### src/rtl/mc_pkg.sv
`default_nettype none
// +----------------------------------------------------------------------------+
// | Module   : mc_pkg                                                          |
// | Purpose  : Shared definitions for the multicycle controller: 4-bit state   |
// |            encoding, ALU decode classes, opcode/funct constants, ALU and   |
// |            datapath mux select codes, and the DECODE dispatch function.    |
// | Ports    : none (package)                                                  |
// | Revision : 1.0 - initial release                                           |
// +----------------------------------------------------------------------------+
package mc_pkg;

  localparam int unsigned c_op_w  = 6;
  localparam int unsigned c_alu_w = 3;

  typedef enum logic [3:0] {
    S_FETCH   = 4'd0,
    S_DECODE  = 4'd1,
    S_MEMADR  = 4'd2,
    S_MEMRD   = 4'd3,
    S_MEMWB   = 4'd4,
    S_MEMWR   = 4'd5,
    S_RTYPEEX = 4'd6,
    S_ALUWB   = 4'd7,
    S_BRANCH  = 4'd8,
    S_IMMEX   = 4'd9,
    S_IMMWB   = 4'd10,
    S_JUMP    = 4'd11
  } state_t;

  // What the ALU is being asked to do in the current state.
  typedef enum logic [1:0] {
    CLS_ADD   = 2'd0,
    CLS_SUB   = 2'd1,
    CLS_RTYPE = 2'd2,
    CLS_IMM   = 2'd3
  } alu_cls_t;

  // Opcodes
  localparam logic [c_op_w-1:0] c_op_rtype = 6'b000000;
  localparam logic [c_op_w-1:0] c_op_lw    = 6'b100011;
  localparam logic [c_op_w-1:0] c_op_sw    = 6'b101011;
  localparam logic [c_op_w-1:0] c_op_beq   = 6'b000100;
  localparam logic [c_op_w-1:0] c_op_j     = 6'b000010;
  localparam logic [c_op_w-1:0] c_op_addi  = 6'b001000;
  localparam logic [c_op_w-1:0] c_op_andi  = 6'b001100;
  localparam logic [c_op_w-1:0] c_op_ori   = 6'b001101;
  localparam logic [c_op_w-1:0] c_op_slti  = 6'b001010;

  // R-type funct codes
  localparam logic [c_op_w-1:0] c_fn_sll = 6'b000000;
  localparam logic [c_op_w-1:0] c_fn_add = 6'b100000;
  localparam logic [c_op_w-1:0] c_fn_sub = 6'b100010;
  localparam logic [c_op_w-1:0] c_fn_and = 6'b100100;
  localparam logic [c_op_w-1:0] c_fn_or  = 6'b100101;
  localparam logic [c_op_w-1:0] c_fn_slt = 6'b101010;

  // ALUControl codes
  localparam logic [c_alu_w-1:0] c_alu_add = 3'b000;
  localparam logic [c_alu_w-1:0] c_alu_sub = 3'b001;
  localparam logic [c_alu_w-1:0] c_alu_and = 3'b010;
  localparam logic [c_alu_w-1:0] c_alu_or  = 3'b011;
  localparam logic [c_alu_w-1:0] c_alu_slt = 3'b101;
  localparam logic [c_alu_w-1:0] c_alu_sll = 3'b110;

  // Datapath mux selects
  localparam logic [1:0] c_srca_pc      = 2'b00;
  localparam logic [1:0] c_srca_a       = 2'b01;
  localparam logic [1:0] c_srca_b       = 2'b10;
  localparam logic [2:0] c_srcb_b       = 3'b000;
  localparam logic [2:0] c_srcb_four    = 3'b001;
  localparam logic [2:0] c_srcb_imm     = 3'b010;
  localparam logic [2:0] c_srcb_imm_sl2 = 3'b011;
  localparam logic [2:0] c_srcb_zimm    = 3'b100;
  localparam logic [2:0] c_srcb_shamt   = 3'b101;
  localparam logic [1:0] c_pcsrc_alu    = 2'b00;
  localparam logic [1:0] c_pcsrc_aluout = 2'b01;
  localparam logic [1:0] c_pcsrc_jump   = 2'b10;

  // State that follows DECODE; S_FETCH doubles as "opcode not decodable".
  function automatic state_t decode_next(input logic [c_op_w-1:0] op);
    state_t nxt;
    case (op)
      c_op_lw, c_op_sw:                        nxt = S_MEMADR;
      c_op_rtype:                              nxt = S_RTYPEEX;
      c_op_beq:                                nxt = S_BRANCH;
      c_op_addi, c_op_andi, c_op_ori, c_op_slti: nxt = S_IMMEX;
      c_op_j:                                  nxt = S_JUMP;
      default:                                 nxt = S_FETCH;
    endcase
    return nxt;
  endfunction

endpackage
`default_nettype wire

### src/rtl/mc_if.sv
`default_nettype none
// +----------------------------------------------------------------------------+
// | Module   : mc_if                                                           |
// | Purpose  : Controller <-> datapath bundle.                                 |
// | Ports    : master - controller: reads Opcode/Funct/Zero, drives controls   |
// |            slave  - datapath : drives Opcode/Funct/Zero, reads controls    |
// | Revision : 1.0 - initial release                                           |
// +----------------------------------------------------------------------------+
interface mc_if;
  import mc_pkg::*;

  logic [c_op_w-1:0]  Opcode;
  logic [c_op_w-1:0]  Funct;
  logic               Zero;
  logic [c_alu_w-1:0] ALUControl;
  logic [1:0]         ALUSrcA;
  logic [2:0]         ALUSrcB;
  logic [1:0]         PCSrc;
  logic               PCEn;
  logic               IorD;
  logic               MemWrite;
  logic               IRWrite;
  logic               RegDst;
  logic               MemtoReg;
  logic               RegWrite;
  logic               Illegal;
  logic [3:0]         StateDbg;

  modport master (
    input  Opcode, Funct, Zero,
    output ALUControl, ALUSrcA, ALUSrcB, PCSrc, PCEn, IorD, MemWrite,
           IRWrite, RegDst, MemtoReg, RegWrite, Illegal, StateDbg
  );

  modport slave (
    output Opcode, Funct, Zero,
    input  ALUControl, ALUSrcA, ALUSrcB, PCSrc, PCEn, IorD, MemWrite,
           IRWrite, RegDst, MemtoReg, RegWrite, Illegal, StateDbg
  );
endinterface
`default_nettype wire

### src/rtl/alu_dec.sv
`default_nettype none
// +----------------------------------------------------------------------------+
// | Module   : alu_dec                                                         |
// | Purpose  : Combinational ALU operation decoder.                            |
// | Ports    : i_cls         - ALU class of the current state                  |
// |            i_opcode      - instruction opcode (immediate ops)              |
// |            i_funct       - instruction funct (R-type ops)                  |
// |            o_alu_control - ALUControl code                                 |
// |            o_illegal     - class/opcode/funct combination not decodable    |
// | Revision : 1.0 - initial release                                           |
// +----------------------------------------------------------------------------+
module alu_dec
  import mc_pkg::*;
(
  input  alu_cls_t           i_cls,
  input  logic [c_op_w-1:0]  i_opcode,
  input  logic [c_op_w-1:0]  i_funct,
  output logic [c_alu_w-1:0] o_alu_control,
  output logic               o_illegal
);

  always_comb begin
    o_alu_control = c_alu_add;
    o_illegal     = 1'b0;
    case (i_cls)
      CLS_SUB: o_alu_control = c_alu_sub;
      CLS_RTYPE: begin
        case (i_funct)
          c_fn_add: o_alu_control = c_alu_add;
          c_fn_sub: o_alu_control = c_alu_sub;
          c_fn_and: o_alu_control = c_alu_and;
          c_fn_or:  o_alu_control = c_alu_or;
          c_fn_slt: o_alu_control = c_alu_slt;
          c_fn_sll: o_alu_control = c_alu_sll;
          default:  o_illegal     = 1'b1;
        endcase
      end
      CLS_IMM: begin
        case (i_opcode)
          c_op_addi: o_alu_control = c_alu_add;
          c_op_slti: o_alu_control = c_alu_slt;
          c_op_andi: o_alu_control = c_alu_and;
          c_op_ori:  o_alu_control = c_alu_or;
          default:   o_illegal     = 1'b1;
        endcase
      end
      default: ;
    endcase
  end

endmodule
`default_nettype wire

### src/rtl/mc_control.sv
`default_nettype none
// +----------------------------------------------------------------------------+
// | Module   : mc_control                                                      |
// | Purpose  : Moore-style multicycle MIPS controller (lw/sw/R-type/beq/j/imm). |
// | Ports    : clk   - clock, state changes on rising edge                     |
// |            rst_n - synchronous active-low reset                            |
// |            ctl   - mc_if.master: Opcode/Funct/Zero in, datapath controls,  |
// |                    PCEn, Illegal and StateDbg out                          |
// | Revision : 1.0 - initial release                                           |
// +----------------------------------------------------------------------------+
module mc_control
  import mc_pkg::*;
(
  input  logic  clk,
  input  logic  rst_n,
  mc_if.master  ctl
);

  state_t             r_state;
  state_t             w_state;
  alu_cls_t           w_cls;
  logic [c_alu_w-1:0] w_alu_ctl;
  logic               w_alu_illegal;
  logic [1:0]         w_srca;
  logic [2:0]         w_srcb;
  logic [1:0]         w_pcsrc;
  logic               w_iord, w_regdst, w_memtoreg;
  logic               w_pc_write, w_branch, w_irwrite, w_memwrite, w_regwrite, w_illegal;

  always_ff @(posedge clk) begin
    if (!rst_n) begin
      r_state <= S_FETCH;
    end else begin
      case (r_state)
        S_FETCH:   r_state <= S_DECODE;
        S_DECODE:  r_state <= decode_next(ctl.Opcode);
        S_MEMADR:  r_state <= (ctl.Opcode == c_op_sw) ? S_MEMWR : S_MEMRD;
        S_MEMRD:   r_state <= S_MEMWB;
        S_RTYPEEX: r_state <= w_alu_illegal ? S_FETCH : S_ALUWB;
        S_IMMEX:   r_state <= S_IMMWB;
        default:   r_state <= S_FETCH;
      endcase
    end
  end

  // Outputs are decoded from this view of the state: while reset is held,
  // the controller looks like FETCH regardless of the register's content.
  assign w_state = rst_n ? r_state : S_FETCH;

  always_comb begin
    w_cls = CLS_ADD;
    case (w_state)
      S_BRANCH:  w_cls = CLS_SUB;
      S_RTYPEEX: w_cls = CLS_RTYPE;
      S_IMMEX:   w_cls = CLS_IMM;
      default: ;
    endcase
  end

  alu_dec u_alu_dec (
    .i_cls         (w_cls),
    .i_opcode      (ctl.Opcode),
    .i_funct       (ctl.Funct),
    .o_alu_control (w_alu_ctl),
    .o_illegal     (w_alu_illegal)
  );

  always_comb begin
    w_srca     = c_srca_pc;
    w_srcb     = c_srcb_b;
    w_pcsrc    = c_pcsrc_alu;
    w_iord     = 1'b0;
    w_regdst   = 1'b0;
    w_memtoreg = 1'b0;
    w_pc_write = 1'b0;
    w_branch   = 1'b0;
    w_irwrite  = 1'b0;
    w_memwrite = 1'b0;
    w_regwrite = 1'b0;
    w_illegal  = 1'b0;
    case (w_state)
      S_FETCH: begin
        w_srcb     = c_srcb_four;
        w_irwrite  = 1'b1;
        w_pc_write = 1'b1;
      end
      S_DECODE: begin
        w_srcb    = c_srcb_imm_sl2;
        w_illegal = (decode_next(ctl.Opcode) == S_FETCH);
      end
      S_MEMADR: begin
        w_srca = c_srca_a;
        w_srcb = c_srcb_imm;
      end
      S_MEMRD: w_iord = 1'b1;
      S_MEMWB: begin
        w_memtoreg = 1'b1;
        w_regwrite = 1'b1;
      end
      S_MEMWR: begin
        w_iord     = 1'b1;
        w_memwrite = 1'b1;
      end
      S_RTYPEEX: begin
        // sll shifts the B register by shamt rather than combining A and B.
        if (ctl.Funct == c_fn_sll) begin
          w_srca = c_srca_b;
          w_srcb = c_srcb_shamt;
        end else begin
          w_srca = c_srca_a;
        end
        w_illegal = w_alu_illegal;
      end
      S_ALUWB: begin
        w_regdst   = 1'b1;
        w_regwrite = 1'b1;
      end
      S_BRANCH: begin
        w_srca   = c_srca_a;
        w_pcsrc  = c_pcsrc_aluout;
        w_branch = 1'b1;
      end
      S_IMMEX: begin
        w_srca = c_srca_a;
        w_srcb = (ctl.Opcode == c_op_andi || ctl.Opcode == c_op_ori) ? c_srcb_zimm : c_srcb_imm;
      end
      S_IMMWB: w_regwrite = 1'b1;
      S_JUMP: begin
        w_pcsrc    = c_pcsrc_jump;
        w_pc_write = 1'b1;
      end
      default: ;
    endcase
  end

  assign ctl.ALUControl = w_alu_ctl;
  assign ctl.ALUSrcA    = w_srca;
  assign ctl.ALUSrcB    = w_srcb;
  assign ctl.PCSrc      = w_pcsrc;
  assign ctl.IorD       = w_iord;
  assign ctl.RegDst     = w_regdst;
  assign ctl.MemtoReg   = w_memtoreg;
  assign ctl.StateDbg   = w_state;
  // Enables are additionally qualified by rst_n so that a reset arriving
  // mid-cycle kills the write of an in-flight instruction immediately.
  assign ctl.PCEn       = rst_n & (w_pc_write | (w_branch & ctl.Zero));
  assign ctl.IRWrite    = rst_n & w_irwrite;
  assign ctl.MemWrite   = rst_n & w_memwrite;
  assign ctl.RegWrite   = rst_n & w_regwrite;
  assign ctl.Illegal    = rst_n & w_illegal;

endmodule
`default_nettype wire
### src/flat_wrapper.sv
// flat-port wrapper written by rule: the top's interface ports become plain ports
module mc_control_flat import mc_pkg::*;
  (clk, rst_n, ctl_Opcode, ctl_Funct, ctl_Zero, ctl_ALUControl, ctl_ALUSrcA, ctl_ALUSrcB, ctl_PCSrc, ctl_PCEn, ctl_IorD, ctl_MemWrite, ctl_IRWrite, ctl_RegDst, ctl_MemtoReg, ctl_RegWrite, ctl_Illegal, ctl_StateDbg);
  mc_if ctl_i ();
  input  logic clk;
  input  logic rst_n;
  input wire logic [$bits(ctl_i.Opcode)-1:0] ctl_Opcode;
  input wire logic [$bits(ctl_i.Funct)-1:0] ctl_Funct;
  input wire logic [$bits(ctl_i.Zero)-1:0] ctl_Zero;
  output wire logic [$bits(ctl_i.ALUControl)-1:0] ctl_ALUControl;
  output wire logic [$bits(ctl_i.ALUSrcA)-1:0] ctl_ALUSrcA;
  output wire logic [$bits(ctl_i.ALUSrcB)-1:0] ctl_ALUSrcB;
  output wire logic [$bits(ctl_i.PCSrc)-1:0] ctl_PCSrc;
  output wire logic [$bits(ctl_i.PCEn)-1:0] ctl_PCEn;
  output wire logic [$bits(ctl_i.IorD)-1:0] ctl_IorD;
  output wire logic [$bits(ctl_i.MemWrite)-1:0] ctl_MemWrite;
  output wire logic [$bits(ctl_i.IRWrite)-1:0] ctl_IRWrite;
  output wire logic [$bits(ctl_i.RegDst)-1:0] ctl_RegDst;
  output wire logic [$bits(ctl_i.MemtoReg)-1:0] ctl_MemtoReg;
  output wire logic [$bits(ctl_i.RegWrite)-1:0] ctl_RegWrite;
  output wire logic [$bits(ctl_i.Illegal)-1:0] ctl_Illegal;
  output wire logic [$bits(ctl_i.StateDbg)-1:0] ctl_StateDbg;
  assign ctl_i.Opcode = ctl_Opcode;
  assign ctl_i.Funct = ctl_Funct;
  assign ctl_i.Zero = ctl_Zero;
  assign ctl_ALUControl = ctl_i.ALUControl;
  assign ctl_ALUSrcA = ctl_i.ALUSrcA;
  assign ctl_ALUSrcB = ctl_i.ALUSrcB;
  assign ctl_PCSrc = ctl_i.PCSrc;
  assign ctl_PCEn = ctl_i.PCEn;
  assign ctl_IorD = ctl_i.IorD;
  assign ctl_MemWrite = ctl_i.MemWrite;
  assign ctl_IRWrite = ctl_i.IRWrite;
  assign ctl_RegDst = ctl_i.RegDst;
  assign ctl_MemtoReg = ctl_i.MemtoReg;
  assign ctl_RegWrite = ctl_i.RegWrite;
  assign ctl_Illegal = ctl_i.Illegal;
  assign ctl_StateDbg = ctl_i.StateDbg;
  mc_control u_core (.clk(clk), .rst_n(rst_n), .ctl(ctl_i));
endmodule
### config.mk
export PLATFORM = sky130hd
export DESIGN_NAME = mc_control_flat
export DESIGN_NICKNAME = d
export VERILOG_FILES = /design/src/rtl/mc_pkg.sv /design/src/rtl/mc_if.sv /design/src/rtl/alu_dec.sv /design/src/rtl/mc_control.sv /design/src/flat_wrapper.sv
export SDC_FILE = /design/constraint.sdc
export NUM_CORES = 1
export LEC_CHECK = 0
export CAP_MARGIN = 20
export CORE_ASPECT_RATIO = 0.75
export CORE_MARGIN = 2
export CORE_UTILIZATION = 30
export DETAILED_ROUTE_END_ITERATION = 10
export HOLD_SLACK_MARGIN = 0.05
export PLACE_DENSITY = 0.59
export SYNTH_ARGS = -nofsm -noshare
export SYNTH_HDL_FRONTEND = slang
export SYNTH_SLANG_ARGS = --single-unit
### constraint.sdc
create_clock -name clk -period 2.6 [get_ports clk]
set_clock_uncertainty 0.05 [all_clocks]
set_input_delay 0.52 -clock clk [delete_from_list [all_inputs] [get_ports clk]]
set_output_delay 0.52 -clock clk [all_outputs]
set_load 0.01 [all_outputs]
-- Word-level counts from Yosys, hierarchy flattened
Cells that the tools add are included.
- register bits: 4
- input bits: 15
- output and inout port bits: 22
- logic and storage cells: 81
- eq/ne operators: 32
- muxes and demuxes: 28
- bitwise gates (word level): 7
- reductions and logical operators: 13
- operator list (kind ; number):
    $eq A6 B6 Y1 const B ; 7
    $pmux W3 S5 ; 2
    $eq A6 B4 Y1 const B ; 4
    $pmux W4 S6 ; 1
    $eq A4 B3 Y1 const B ; 5
    $eq A4 B4 Y1 const B ; 5
    $pmux W4 S5 ; 1
    $pmux W3 S3 ; 2
    $eq A4 B2 Y1 const B ; 4
    $logic_not A4 Y1 ; 3
    $logic_not A6 Y1 ; 2
    $mux W3 ; 4
    $mux W1 ; 10
    $eq A4 B1 Y1 const B ; 2
    $mux W4 ; 2
    $pmux W2 S2 ; 2
    $and A1 B1 Y1 ; 6
    $eq A6 B2 Y1 const B ; 1
    $eq A6 B3 Y1 const B ; 1
    $pmux W2 S3 ; 1
    $reduce_or A2 Y1 ; 3
    $reduce_or A3 Y1 ; 2
    $reduce_or A6 Y1 ; 1
    $eq A2 B2 Y1 const B ; 2
    6 further kinds ; 7

-- Longest topological paths before layout
- word-level depth: 7
- depth in mapped cells: 6
- gate-level depth less buffers: 5

-- Hierarchy
Synthesis repeated with hierarchy kept, for this count alone.
- cells, all modules: 120
- area total of the unflattened synthesis: 788.3 sq um
- modules (own cells, without submodules) (module ; instances ; cells an instance ; area an instance (sq um) ; seq. area each (sq um)):
    mc_control ; 1 ; 93 ; 606.8 ; 80.1
    alu_dec ; 1 ; 27 ; 181.4 ; 0.0

-- Least setup slack after synthesis
No wires, ideal clock.
- kind: input port to output port
- start: input ctl_Opcode[2]
- end: output ctl_ALUControl[0]
- arrival time: 1357 ps
- data required time: 2030 ps
- setup slack: 673 ps
- cell stages on the path: 6
- buffers on the path: 1
- cells stage by stage: buf_2 nand2b_1 nor2_1 a21oi_1 o31ai_1 a32o_1
- word-level cells in the longest chain between the ends: 3
- elaborated cells between the ends (all ways): 5
- those cells by class: eq/ne: 3; mux: 2
- ends and longest elaborated chain (what ; RTL line ; source):
    from (decl) ; flat_wrapper.sv:7 ; input wire logic [$bits(ctl_i.Opcode)-1:0] ctl_Opcode;
    $eq A6 B4 Y1 ; alu_dec.sv:39 ; case (i_opcode)
    $pmux W3 S3 (*) ; alu_dec.sv:39 ;
    $pmux W3 S3 (*) ; alu_dec.sv:25 ; case (i_cls)
    to (decl) ; flat_wrapper.sv:10 ; output wire logic [$bits(ctl_i.ALUControl)-1:0] ctl_ALUControl;
Every way passes the cells marked *; elsewhere a longest branch is shown, timed or not.

-- Worst setup path in the final report
- start: input ctl_Opcode[5]
- end: output ctl_Illegal
- word-level cells in the longest chain between the ends: 7
- elaborated cells between the ends (all ways): 18
- those cells by class: eq/ne: 8; mux: 5; bitwise: 1; reduce/logical: 4
- ends and longest elaborated chain (what ; RTL line ; source):
    $eq A6 B4 Y1 / $eq A6 B6 Y1 (equally long branches) ; mc_pkg.sv:82, alu_dec.sv:39 ;
    $reduce_or A4 Y1 (no source line) / $reduce_or A2 Y1 (equally long branches) ; n/a ;
    $pmux W4 S5 ; mc_pkg.sv:82 ; case (op)
    $mux W4 ; mc_control.sv:81 ; case (w_state)
    $logic_not A4 Y1 ; mc_control.sv:89 ; w_illegal = (decode_next(ctl.Opcode) == S_FETCH);
    $pmux W1 S2 (*) ; mc_control.sv:81 ;
    $and A1 B1 Y1 (*) ; mc_control.sv:150 ; assign ctl.Illegal = rst_n & w_illegal;
    to (decl) ; flat_wrapper.sv:21 ; output wire logic [$bits(ctl_i.Illegal)-1:0] ctl_Illegal;
Every way passes the cells marked *; elsewhere a longest branch is shown, timed or not. The select of a mux whose other input is x is not followed.

==> metrics.txt <==
Peak VDD IR 0.000299 V; Fmax achieved 393 MHz; Top Registers u_core.r_state x4; Worst Hold Launch u_core.r_state[2]$_SDFF_PN0_; Setup CP Type in2out; Ant. Diodes 0; Area Growth Syn to Fin 91.6%; Layout fillers 236; remaining antenna violation count 0; share of layout cells above drive strength 1 30.1%; All-Layer GR Usage 20.2%; P_sw 94.3 uW; Hold Fails Final Rpt 0; max cap viols 0; drt drc 0; syn_nets 125; Final Cycle Share 97.8%; register bit total from synthesis 4; row count 15; Reg area 81.3 um^2; Power Density 205 nW/um^2; multi-input logic area 624 um^2; final WL 2640 um; worst slew pin tran 0.325 ns; DR WL/cell 12.6 um; largest net degree at the start of global routing 14; Clock Latency Late Sink 0.24 ns; RSZ-0062 raised after global routing true; switching share of total power 32.9%; Critical R2R Launch u_core.r_state[0]$_SDFF_PN0_; Startpoint Class input pin; vias in the first global route 1026; Slew headroom 78.3%; worst path arrival time 1.97 ns; Async S/R FF share, synth 0%; area of the mapped netlist 731 um^2; gr ovfl total 0; CTS buffer count 3; count of warnings emitted by yosys 0; Setup violations, final 0; required time of the critical path 2.03 ns; core area 2310 um^2; Initial Util 31.7%; setup TNS 0 ns; vias 1054; initial antenna violation count 0; pre-CTS setup slack -0.301 ns; Avg Inst Size Synth 6.64 um^2; Combinational Power Share 49.6%; final core occ 60.7%; static leakage 0.000696 uW; Detailed Routing Iterations Pass 1 4; height of the chip 46.7 um; H-tree lvl count 1; outcome complete, no violations; PortBufs 36; Synth Flop Type dfxtp_1; Setup WS post-layout 0.0563 ns; worst hold path class reg2reg; fin crit period 2.54 ns; Ports 37; clock tree buffer depth 2; origin of the worst setup path ctl_Opcode[5]; DR iter-0 viols 41; fin. max-slew vios 0; first-pass GRT wire length 4340 um; register area share after synthesis 11.0%; clock slew at reported path FFs 0.04 ns; Placed Area 1350 um^2; max reg flops 4; routability cong. 0.866; number of synthesized flops with an enable pin 0; CTS tree built; most flop-heavy register u_core.r_state; HPWL after DPL 2140 um; Hold-fix buffers, CTS 0; Sequential Power Share 23.2%; Post-Synthesis Cells 110; endpoint class of the critical path primary output; placed insts 207; Design Area, Final 1400 um^2; Yosys cell types 42; Internal 192 uW; die width 61.0 um; CP Max Fanout 7; fin cells 210; Post-CTS Setup Bufs 0; Die ar. 2850 um^2; CTS root buf clkbuf_4; Clk pwr share 27.2%; vias per cell 5.02; NumNets Final 193; Num Clock Sinks 4
-- critical path, stage by stage --
cell and delay [ns]:
clkdlybuf4s50_1 0.53, nor3_1 0.19, a31oi_1 0.08, o311ai_1 0.29, o21ai_1 0.13, clkdlybuf4s15_1 0.25
-- cell usage after synthesis, drive strengths merged, types with 2 or more instances --
cell    instances  share of area (%)
a211oi          2                2.7
a21oi          12                8.2
a31oi           2                1.7
and2            8                6.8
and3            2                1.7
buf             4                3.4
clkbuf          3                1.5
dfxtp           4                 11
inv             4                2.1
nand2           5                2.6
nand2b          7                6.0
nand3           2                1.4
nand3b          3                4.8
nor2           16                8.9
nor2b           2                1.7
nor3            5                4.1
nor4            2                2.6
nor4b           3                3.6
o211ai          2                2.1
o21ai           6                4.6
o311ai          2                2.4
o31ai           2                2.1
-- cell type report --
class / count / area share [%]
multi-input combinational: 95 / 44.6
clock buffer: 3 / 1.61
sequential: 4 / 5.81
timing repair buffer: 70 / 43.9
inverter: 4 / 1.07
tap: 34 / 3.04
-- placed cells by master, fill, tap and decap left out, types with 5 or more instances in the layout --
master | Yosys | layout
a21oi_1 | 12 | 11
and2_1 | 8 | 8
buf_4 | 0 | 34
clkdlybuf4s50_1 | 0 | 14
dlygate4sd2_1 | 0 | 12
dlymetal6s2s_1 | 0 | 7
nand2_1 | 5 | 5
nand2b_1 | 7 | 6
nor2_1 | 14 | 14
o21ai_1 | 5 | 5
-- through the flow --
stage               total power (uW)  hold slack (ns)
floorplan                        123            0.617
global placement                 209            0.606
detailed placement               211            0.633
CTS                              288            0.632
global route                     310            0.676
finish                           287            0.638
-- power by group through the flow --
stage | registers [uW] | clock network, uW | logic [uW]
final | 66.5 | 77.9 | 142
after CTS | 66.1 | 79.8 | 142
after floorplan | 66.8 | 0 | 56.2
after detailed placement | 67.1 | 0 | 144
after global placement | 66.9 | 0 | 142
after global routing | 66.9 | 86.4 | 157
-- what timing repair did --
item	4_1_cts	5_1_grt
pin swaps	1	0
resized for setup	20	14
setup endpoints to repair	13	13
-- cells by family (layout without fill, tap and decap cells) --
| kind of cell | Yosys count | count (layout) | share of synthesized area (%) |
|---|---|---|---|
| XOR/XNOR | 1 | 1 | 1.20 |
| AO/OA/AOI/OAI | 36 | 36 | 33.2 |
| flip-flops | 4 | 4 | 11.0 |
| buffers and inverters | 11 | 77 | 7.02 |
| AND/OR/NAND/NOR | 58 | 58 | 47.6 |
-- path summary, 6_finish.rpt --
kind	end	slack [ns]	cells after the start
worst min-delay path	u_core.r_state[1]$_SDFF_PN0_	0.64	2
worst min register to register	u_core.r_state[1]$_SDFF_PN0_	0.64	2
worst max-delay path	ctl_Illegal	0.06	6
worst max register to register	u_core.r_state[1]$_SDFF_PN0_	1.23	5
-- metal layers --
| metal | track usage (%) | share of wire, % | vias up |
|---|---|---|---|
| met5 | 0 | 0 | - |
| li1 | - | - | 540 |
| met4 | 2.61 | 0 | 0 |
| met1 | 26.9 | 48 | 483 |
| met2 | 35.9 | 47 | 31 |
| met3 | 3.03 | 5.3 | 0 |
No activity file was read; power rests on OpenSTA's default activity.
